<file path="src/rtl/dec_inst_queue.sv">
// Instruction buffer between fetch and decode: a circular FIFO of {inst, pc, taken} with a show-ahead head and opcode predecode.
// Optional same-cycle empty-queue bypass is enabled by defining DEC_IQ_BYPASS_EN.
module dec_inst_queue #(
    parameter int  XLEN  = 32,
    parameter int  DEPTH = 4,
    localparam int PTR_W = $clog2(DEPTH)
) (
    input  logic             CLK,
    input  logic             RSTN,
    input  logic             inst_vld,
    input  logic [XLEN-1:0]  inst,
    input  logic [XLEN-1:0]  inst_pc,
    input  logic             inst_taken,
    output logic             iq_ready,
    input  logic             dec_ready,
    input  logic             alu_flush,
    output logic             iq_vld,
    output logic [XLEN-1:0]  iq_inst,
    output logic [XLEN-1:0]  iq_pc,
    output logic             iq_taken,
    output logic             iq_is_ctrl,
    output logic             iq_is_mem,
    output logic             iq_is_sys,
    output logic [PTR_W:0]   iq_count
);

    localparam logic [6:0] OP_JAL    = 7'b1101111;
    localparam logic [6:0] OP_JALR   = 7'b1100111;
    localparam logic [6:0] OP_BRANCH = 7'b1100011;
    localparam logic [6:0] OP_LOAD   = 7'b0000011;
    localparam logic [6:0] OP_STORE  = 7'b0100011;
    localparam logic [6:0] OP_SYSTEM = 7'b1110011;

    logic [XLEN-1:0]  inst_mem [DEPTH];
    logic [XLEN-1:0]  pc_mem   [DEPTH];
    logic [DEPTH-1:0] taken_mem;

    logic [PTR_W-1:0] wr_ptr;
    logic [PTR_W-1:0] rd_ptr;
    logic [PTR_W:0]   count;

    logic             stored_vld;
    logic             full;
    logic             push;
    logic             pop;
    logic             byp_consume;
    logic [XLEN-1:0]  head_inst;
    logic [XLEN-1:0]  head_pc;
    logic             head_taken;
    logic [6:0]       opcode;

    assign stored_vld = (count != '0);
    assign full       = (count == (PTR_W+1)'(DEPTH));

`ifdef DEC_IQ_BYPASS_EN
    logic bypass;
    // An empty queue forwards the offered instruction straight to the head.
    assign bypass      = ~stored_vld & inst_vld;
    assign iq_vld      = (stored_vld | bypass) & ~alu_flush;
    assign byp_consume = bypass & dec_ready & ~alu_flush;
    assign head_inst   = stored_vld ? inst_mem[rd_ptr]  : inst;
    assign head_pc     = stored_vld ? pc_mem[rd_ptr]    : inst_pc;
    assign head_taken  = stored_vld ? taken_mem[rd_ptr] : inst_taken;
`else
    assign iq_vld      = stored_vld;
    assign byp_consume = 1'b0;
    assign head_inst   = inst_mem[rd_ptr];
    assign head_pc     = pc_mem[rd_ptr];
    assign head_taken  = taken_mem[rd_ptr];
`endif

    // Handshake: an instruction moves from fetch when inst_vld & iq_ready, and leaves
    // the head when iq_vld & dec_ready; alu_flush overrides both so nothing transfers.
    assign iq_ready = ~full | (iq_vld & dec_ready);
    assign push     = inst_vld & iq_ready & ~alu_flush & ~byp_consume;
    assign pop      = stored_vld & dec_ready & ~alu_flush;

    assign iq_inst  = iq_vld ? head_inst  : '0;
    assign iq_pc    = iq_vld ? head_pc    : '0;
    assign iq_taken = iq_vld & head_taken;
    assign iq_count = count;

    assign opcode     = iq_inst[6:0];
    assign iq_is_ctrl = iq_vld & ((opcode == OP_JAL) | (opcode == OP_JALR) | (opcode == OP_BRANCH));
    assign iq_is_mem  = iq_vld & ((opcode == OP_LOAD) | (opcode == OP_STORE));
    assign iq_is_sys  = iq_vld & (opcode == OP_SYSTEM);

    always_ff @(posedge CLK or negedge RSTN) begin
        if (!RSTN) begin
            wr_ptr <= '0;
            rd_ptr <= '0;
            count  <= '0;
        end else if (alu_flush) begin
            rd_ptr <= wr_ptr;
            count  <= '0;
        end else begin
            if (push) wr_ptr <= wr_ptr + PTR_W'(1);
            if (pop)  rd_ptr <= rd_ptr + PTR_W'(1);
            case ({push, pop})
                2'b10:   count <= count + (PTR_W+1)'(1);
                2'b01:   count <= count - (PTR_W+1)'(1);
                default: count <= count;
            endcase
        end
    end

    // Entry storage carries no reset; the head is masked by iq_vld until written.
    always_ff @(posedge CLK) begin
        if (push) begin
            inst_mem[wr_ptr]  <= inst;
            pc_mem[wr_ptr]    <= inst_pc;
            taken_mem[wr_ptr] <= inst_taken;
        end
    end

endmodule
</file>
<file path="config.mk">
export PLATFORM = sky130hd
export DESIGN_NAME = dec_inst_queue
export DESIGN_NICKNAME = d
export VERILOG_FILES = /design/src/rtl/dec_inst_queue.sv
export SDC_FILE = /design/constraint.sdc
export NUM_CORES = 1
export LEC_CHECK = 0
export CORE_AREA = 2 2 212 214
export CTS_CLUSTER_SIZE = 16
export DETAILED_ROUTE_END_ITERATION = 7
export DIE_AREA = 0 0 214 216
export SKIP_CTS_REPAIR_TIMING = 1
export SLEW_MARGIN = 5
export SYNTH_ARGS = -nofsm -noshare
export SYNTH_HDL_FRONTEND = slang
export SYNTH_SLANG_ARGS = --single-unit
</file>
<file path="constraint.sdc">
create_clock -name CLK -period 4.1 [get_ports CLK]
set_input_delay 1.23 -clock CLK [delete_from_list [all_inputs] [get_ports CLK]]
set_output_delay 1.23 -clock CLK [all_outputs]
set_load 0.05 [all_outputs]
</file>
==> flow_metrics.env, run 1 <==
export IMPL_rrSetupSlack_ns=1.88
export IMPL_gp_congestion=0.684
export IMPL_syn_nets=573
export IMPL_drv_slew=0
export IMPL_final_core_utilization_pct=31.7
export IMPL_grt_pass1_vias=5646
export IMPL_switching_power_mw=3.12
export IMPL_synth_compound_area_share_pct=1.39
export IMPL_hpwl_um=14400
export IMPL_ant_nets=0
export IMPL_finalCritPeriodShare_pct=97.2
export IMPL_area_growth_pct=32.7
export IMPL_crit_type="reg2out"
export IMPL_rsz0062_at_grt="no"
export IMPL_p_leak_nw=4.67
export IMPL_yosysSeqAreaShare_pct=76.2
export IMPL_finalInstanceArea_um2=13900
export IMPL_syn_area_um2=10500
export IMPL_cts_buffer_depth=3
export IMPL_regToRegEndpoint="iq_count[1]"
export IMPL_cts_buffers=30
export IMPL_comb_power_share_pct=34.7
export IMPL_async_flop_share_pct=2.62
export IMPL_synth_cell_types=39
export IMPL_cap_violations=0
export IMPL_hold_path_end="rd_ptr[1]"
export IMPL_seq_power_share_pct=36.9
export IMPL_drive_gt1_share_pct=25.9
export IMPL_synth_seq_cells=267
export IMPL_tightest_slew_ns=0.534
export IMPL_synth_flop_cell="edfxtp_1"
export IMPL_status="complete, no violations"
export IMPL_cts_htree_levels=1
export IMPL_hold_start="wr_ptr[1]"
export IMPL_hold_violations=0
export IMPL_critPathMaxFanout=15
export IMPL_hold_depth=2
export IMPL_yosysMostFrequentCell="edfxtp_1"
export IMPL_avgSynthCellArea_um2=21.0
export IMPL_grt_total_usage_pct=10.0
export IMPL_drt_wirelength_per_cell_um=18.2
export IMPL_layout_min_cycle_time_ns=3.99
export IMPL_worstRegToRegCells=6
export IMPL_via_per_inst=4.09
export IMPL_p_total_mw=9.43
export IMPL_synthCells=498
export IMPL_clkTransAtPathRegs_ns=0.06
export IMPL_firstDrtPassIters=4
export IMPL_wirelength_um=23500
export IMPL_synth_adder_area_share_pct=0.669
export IMPL_io_buffers=142
export IMPL_grt_pass1_wl_um=35000
export IMPL_r2r_start="iq_count[0]"
export IMPL_setup_viol=0
export IMPL_fin_worst_skew_ns=0.0222
export IMPL_grt_start_max_net_pins=42
export IMPL_num_vias=5275
export IMPL_clkLatencyLatePin_ns=0.57
export IMPL_rows=77
export IMPL_holdWs_ns=0.589
export IMPL_crit_path_start_kind="flop"
export IMPL_yosysTopAreaCell="edfxtp_1"
export IMPL_synth_xor_area_share_pct=0.251
export IMPL_synthTopCellsByArea="edfxtp_1 (75%), mux4_2 (14%), and2_1 (4.1%), dfrtp_1 (1.7%), ha_1 (0.48%)"
export IMPL_fp_dieH_um=216
export IMPL_first_iter_violations=305
export IMPL_min_path_type="reg2reg"
export IMPL_die_w_um=214
export IMPL_maxSlewHeadroom_pct=64.3
export IMPL_place_area_um2=12800
export IMPL_irDropWorstVdd_uv=560
export IMPL_ys_warn_count=0
export IMPL_initial_core_util_pct=23.9
export IMPL_fmax_mhz=251
export IMPL_synthSimpleGateAreaFrac_pct=5.91
export IMPL_overflow=0
export IMPL_cp_end_kind="primary output"
export IMPL_switching_share_pct=33.1
export IMPL_grt_antenna_before_repair=1
export IMPL_core_area_um2=43800
export IMPL_nNetsFinal=748
export IMPL_drc=0
export IMPL_worstPathRequired_ns=2.87
export IMPL_p_clk_share_pct=28.4
export IMPL_crit_arrival_ns=2.76
export IMPL_synthTopCellsByCount="edfxtp_1 (260), and2_1 (69), mux4_2 (66), clkbuf_1 (10), nand2_1 (10)"
export IMPL_clock_sinks=267
export IMPL_yosysTopAreaCellShare_pct=74.5
export IMPL_synthMuxAreaShare_pct=14.3
export IMPL_synth_edff_count=260
export IMPL_cts_root_buf="clkbuf_16"
export IMPL_fp_dieArea_um2=46200
export IMPL_synth_top_family_by_area="multiplexers"
export IMPL_powerDensity_nw_per_um2=678
export IMPL_intPower_mw=6.31
export IMPL_tritoncts="built"
export IMPL_io_pins=143
[stage by stage]
step	setup TNS (ns)	setup WS [ns]	cells
final	0	0.113	1289
after global routing	0	0.00610	1287
after CTS	-5.24	-0.270	1277
after detailed placement	0	0.347	1223
after global placement	0	0.414	1223
after floorplan	0	0.0332	498
[worst max-delay path, stage by stage (launching register included)]
cell and delay, ns:
dfrtp_4 0.59, buf_4 0.17, mux4_2 0.56, and2_1 0.19, clkdlybuf4s50_1 0.69
[logic make-up (layout without fill, tap and decap cells)]
| logic type | count (synthesis) | after routing |
|---|---|---|
| flops | 267 | 267 |
| simple gates | 106 | 106 |
| mux | 67 | 67 |
| buf+inv | 31 | 228 |
| compound gates | 19 | 19 |
| fa+ha+maj | 5 | 5 |
| xor+xnor | 3 | 3 |
| other cells | 0 | 2 |
[registers in the layout (all words and copies together), names as in the netlist]
name       flops
inst_mem     128
iq_count       3
pc_mem       128
rd_ptr         2
taken_mem      4
wr_ptr         2
[placed cells by master, fill, tap and decap left out, types with 2 or more instances in the layout]
| cell | count |
|---|---|
| o21ai_0 | 3 |
| nand2_1 | 10 |
| a221oi_1 | 2 |
| clkinv_2 | 5 |
| nor2_1 | 9 |
| a21oi_1 | 2 |
| nor3_2 | 2 |
| and2_4 | 4 |
| clkbuf_1 | 8 |
| nor2b_1 | 3 |
| buf_12 | 15 |
| diode_2 | 2 |
| clkbuf_8 | 2 |
| and2_1 | 65 |
| ha_1 | 4 |
| clkinv_4 | 2 |
| dfrtp_1 | 5 |
| dlymetal6s2s_1 | 13 |
| clkbuf_16 | 30 |
| a22o_1 | 2 |
| bufinv_16 | 4 |
| buf_4 | 42 |
| nor3_1 | 2 |
| edfxtp_1 | 260 |
| nand3_1 | 4 |
| xor2_1 | 2 |
| dfrtp_4 | 2 |
| o211ai_1 | 2 |
| clkinv_1 | 2 |
| nand2b_1 | 2 |
| inv_1 | 4 |
| mux4_2 | 66 |
| clkdlybuf4s50_1 | 99 |
[how the worst max path moves through the flow]
stage	from	endpoint	slack [ns]	depth (start not counted)
floorplan	dec_ready	inst_mem[0][0]	0.03	4
global placement	iq_count[0]	iq_inst[31]	0.41	5
detailed placement	iq_count[0]	iq_inst[31]	0.35	5
CTS	iq_count[0]	iq_inst[31]	-0.27	5
global route	rd_ptr[0]	iq_inst[0]	0.006	4
finish	rd_ptr[0]	iq_inst[4]	0.11	4
[power groups by stage]
stage / registers (mW) / clock network (mW) / logic, mW
finish: 3.48 / 2.68 / 3.27
global route: 3.50 / 2.87 / 3.50
CTS: 3.53 / 2.77 / 3.22
detailed placement: 3.58 / 0 / 3.21
global placement: 3.57 / 0 / 3.20
floorplan: 3.45 / 0 / 2.23
[routing by layer]
| metal | vias up | global-route usage, % | share of wire [%] |
|---|---|---|---|
| met5 | - | 0 | 0.043 |
| met4 | 2 | 3.31 | 2.4 |
| met3 | 39 | 2.44 | 6.4 |
| met2 | 143 | 16.4 | 47 |
| met1 | 2721 | 13.0 | 44 |
| li1 | 2370 | - | - |
[layout make-up]
class	count	area (µm²)
antenna	2	5.00
clock buffer	40	808
clock inverter	14	186
fill	4242	29900
inverter	5	23.8
multi-input combinational	200	2380
sequential	267	7990
tap	592	741
timing repair buffer	169	1770
No activity file was read; power rests on OpenSTA's default activity.
==> run 2: changes to the inputs <==
- CAP_MARGIN: unset -> 20
- DONT_BUFFER_PORTS: unset -> 1
==> run 2 against run 1 <==
Clock power fell by 3%. Combinational power fell by 19%. Design area fell by 11%. Routed wire length fell by 4.0%. Register-to-register slack got worse by 0.27 ns. Die area did not move. Fmax rose by 2.1%. Worst setup slack improved by 0.081 ns. Cell count fell by 11%. Clock skew fell by 0.012 ns. Critical path type unchanged.
==> flow_metrics.env, run 2 (synthesis results as in run 1) <==
export IMPL_tritoncts="built"
export IMPL_rrSetupSlack_ns=1.61
export IMPL_drive_gt1_share_pct=27.0
export IMPL_path_cells="buf_12 > mux4_2 > or4_4 > nor3_2 > buf_4"
export IMPL_final_common_cell="edfxtp_1"
export IMPL_crit_path_start_kind="flop"
export IMPL_nNetsFinal=607
export IMPL_final_cell_mix="edfxtp_1 (260), mux4_2 (66), and2_1 (65), clkbuf_16 (31), buf_4 (21)"
export IMPL_critPathSlowestCell="dfrtp_4"
export IMPL_via_per_inst=4.19
export IMPL_status="complete, no violations"
export IMPL_seq_area_um2=7990
export IMPL_grt_pass1_vias=5270
export IMPL_die_w_um=214
export IMPL_drc=0
export IMPL_fin_worst_skew_ns=0.0105
export IMPL_clock_sinks=267
export IMPL_core_area_um2=43800
export IMPL_critPathBufInv=2
export IMPL_cts_buffer_depth=3
export IMPL_tns_ns=0
export IMPL_firstDrtPassIters=4
export IMPL_gp_congestion=0.723
export IMPL_ant_nets=0
export IMPL_wirelength_um=22500
export IMPL_crit_arrival_ns=2.68
export IMPL_critPathLaunch="rd_ptr[0]"
export IMPL_overflow=0
export IMPL_powerDensity_nw_per_um2=705
export IMPL_first_iter_violations=335
export IMPL_finalCritPeriodShare_pct=95.3
export IMPL_maxSlewHeadroom_pct=44.4
export IMPL_cp_num_cells=5
export IMPL_place_area_um2=11400
export IMPL_regToRegEndpoint="pc_mem[0][0]"
export IMPL_r2r_start="iq_count[0]"
export IMPL_drv_slew=0
export IMPL_p_leak_nw=3.84
export IMPL_grt_antenna_before_repair=0
export IMPL_worstPathRequired_ns=2.87
export IMPL_slowest_delay_ns=0.62
export IMPL_clkTransAtPathRegs_ns=0.06
export IMPL_crit_family="flip-flops"
export IMPL_fp_dieH_um=216
export IMPL_layout_min_cycle_time_ns=3.91
export IMPL_pre_cts_ws_ns=0.710
export IMPL_multi_input_area_um2=2370
export IMPL_finalInstanceArea_um2=12400
export IMPL_grt_total_usage_pct=9.70
export IMPL_final_core_utilization_pct=28.2
export IMPL_drt_wirelength_per_cell_um=19.7
export IMPL_fp_dieArea_um2=46200
export IMPL_grt_pass1_wl_um=33800
export IMPL_crit_type="reg2out"
export IMPL_cts_buffers=31
export IMPL_cts_root_buf="clkbuf_16"
export IMPL_setup_viol=0
export IMPL_grt_start_max_net_pins=68
export IMPL_initial_core_util_pct=23.9
export IMPL_worstRegToRegCells=6
export IMPL_hpwl_um=13800
export IMPL_tightest_slew_ns=0.833
export IMPL_num_vias=4794
export IMPL_reg_top3="inst_mem (128), pc_mem (128), taken_mem (4)"
export IMPL_cp_end_kind="primary output"
export IMPL_fill_cells=4321
export IMPL_clkLatencyLatePin_ns=0.56
export IMPL_rows=77
export IMPL_cap_violations=0
export IMPL_worstSetupEndpoint="iq_is_mem"
export IMPL_io_pins=143
export IMPL_critPathMaxFanout=37
export IMPL_hold_violations=0
export IMPL_min_path_type="in2async"
export IMPL_area_growth_pct=18.1
export IMPL_n_antenna_cell=0
export IMPL_irDropWorstVdd_uv=337
export IMPL_rsz0062_at_grt="no"
export IMPL_io_buffers=0
export IMPL_fin_ws_ns=0.194
export IMPL_cts_htree_levels=1
export IMPL_fmax_mhz=256
==> run 2: cell types whose count changed in the layout (fill, tap and decap cells not counted), moves of 2 or more <==
cell | previous run | this run
clkdlybuf4s50_1 | 99 | 0
buf_4 | 42 | 21
dlymetal6s2s_1 | 13 | 0
buf_12 | 15 | 6
clkinvlp_4 | 0 | 4
clkbuf_1 | 8 | 6
clkbuf_8 | 2 | 0
diode_2 | 2 | 0
==> run 2: through the flow <==
step | std cells | power, mW | hold slack [ns]
after floorplan | 498 | 5.68 | 0.505
after CTS | 1144 | 8.90 | 0.319
final | 1144 | 8.72 | 0.372
after detailed placement | 1091 | 6.25 | 0.543
after global routing | 1144 | 9.14 | 0.327
after global placement | 1091 | 6.23 | 0.549
==> run 2: worst register-to-register path: stages (launching register included) <==
cell and delay (ns):
dfrtp_1 0.34, buf_4 0.25, nor2_1 0.14, nand3b_1 0.14, and3b_1 0.34, and2_4 0.58
buf_4 0.38
==> run 2: cell type report <==
class / instances / share of cell area, %
flip-flops and latches: 267 / 64.6
clock buffers: 37 / 6.45
repair buffers: 27 / 2.25
well taps: 592 / 5.99
clock inverters: 16 / 1.37
inverters: 5 / 0.152
multi-input cells: 200 / 19.2
==> run 2: where the power goes <==
group | internal, mW | leakage (nW) | switching [mW]
Sequential | 3.31 | 2.45 | 0.163
Combinational | 0.878 | 0.935 | 1.78
Clock | 1.56 | 0.461 | 1.03
==> run 2: how the worst min path moves through the flow <==
stage | to | slack, ns | cells past startpoint
2_1_floorplan | rd_ptr[0] | 0.50 | 2
3_3_place_gp | rd_ptr[1] | 0.55 | 2
3_5_place_dp | rd_ptr[0] | 0.54 | 2
4_1_cts | rd_ptr[1] | 0.32 | 0
5_1_grt | rd_ptr[1] | 0.33 | 0
6_report | rd_ptr[1] | 0.37 | 0
==> run 2: per-layer routing <==
metal  wire length [µm]  track usage, %  up-vias  share of wire (%)
li1                   -               -     2079                  -
met1               9260            11.6     2545                 41
met2              10700            15.9      137                 48
met3               2050            3.93       33                9.1
met4                496            3.24        0                2.2
met5                  0               0        -                  0
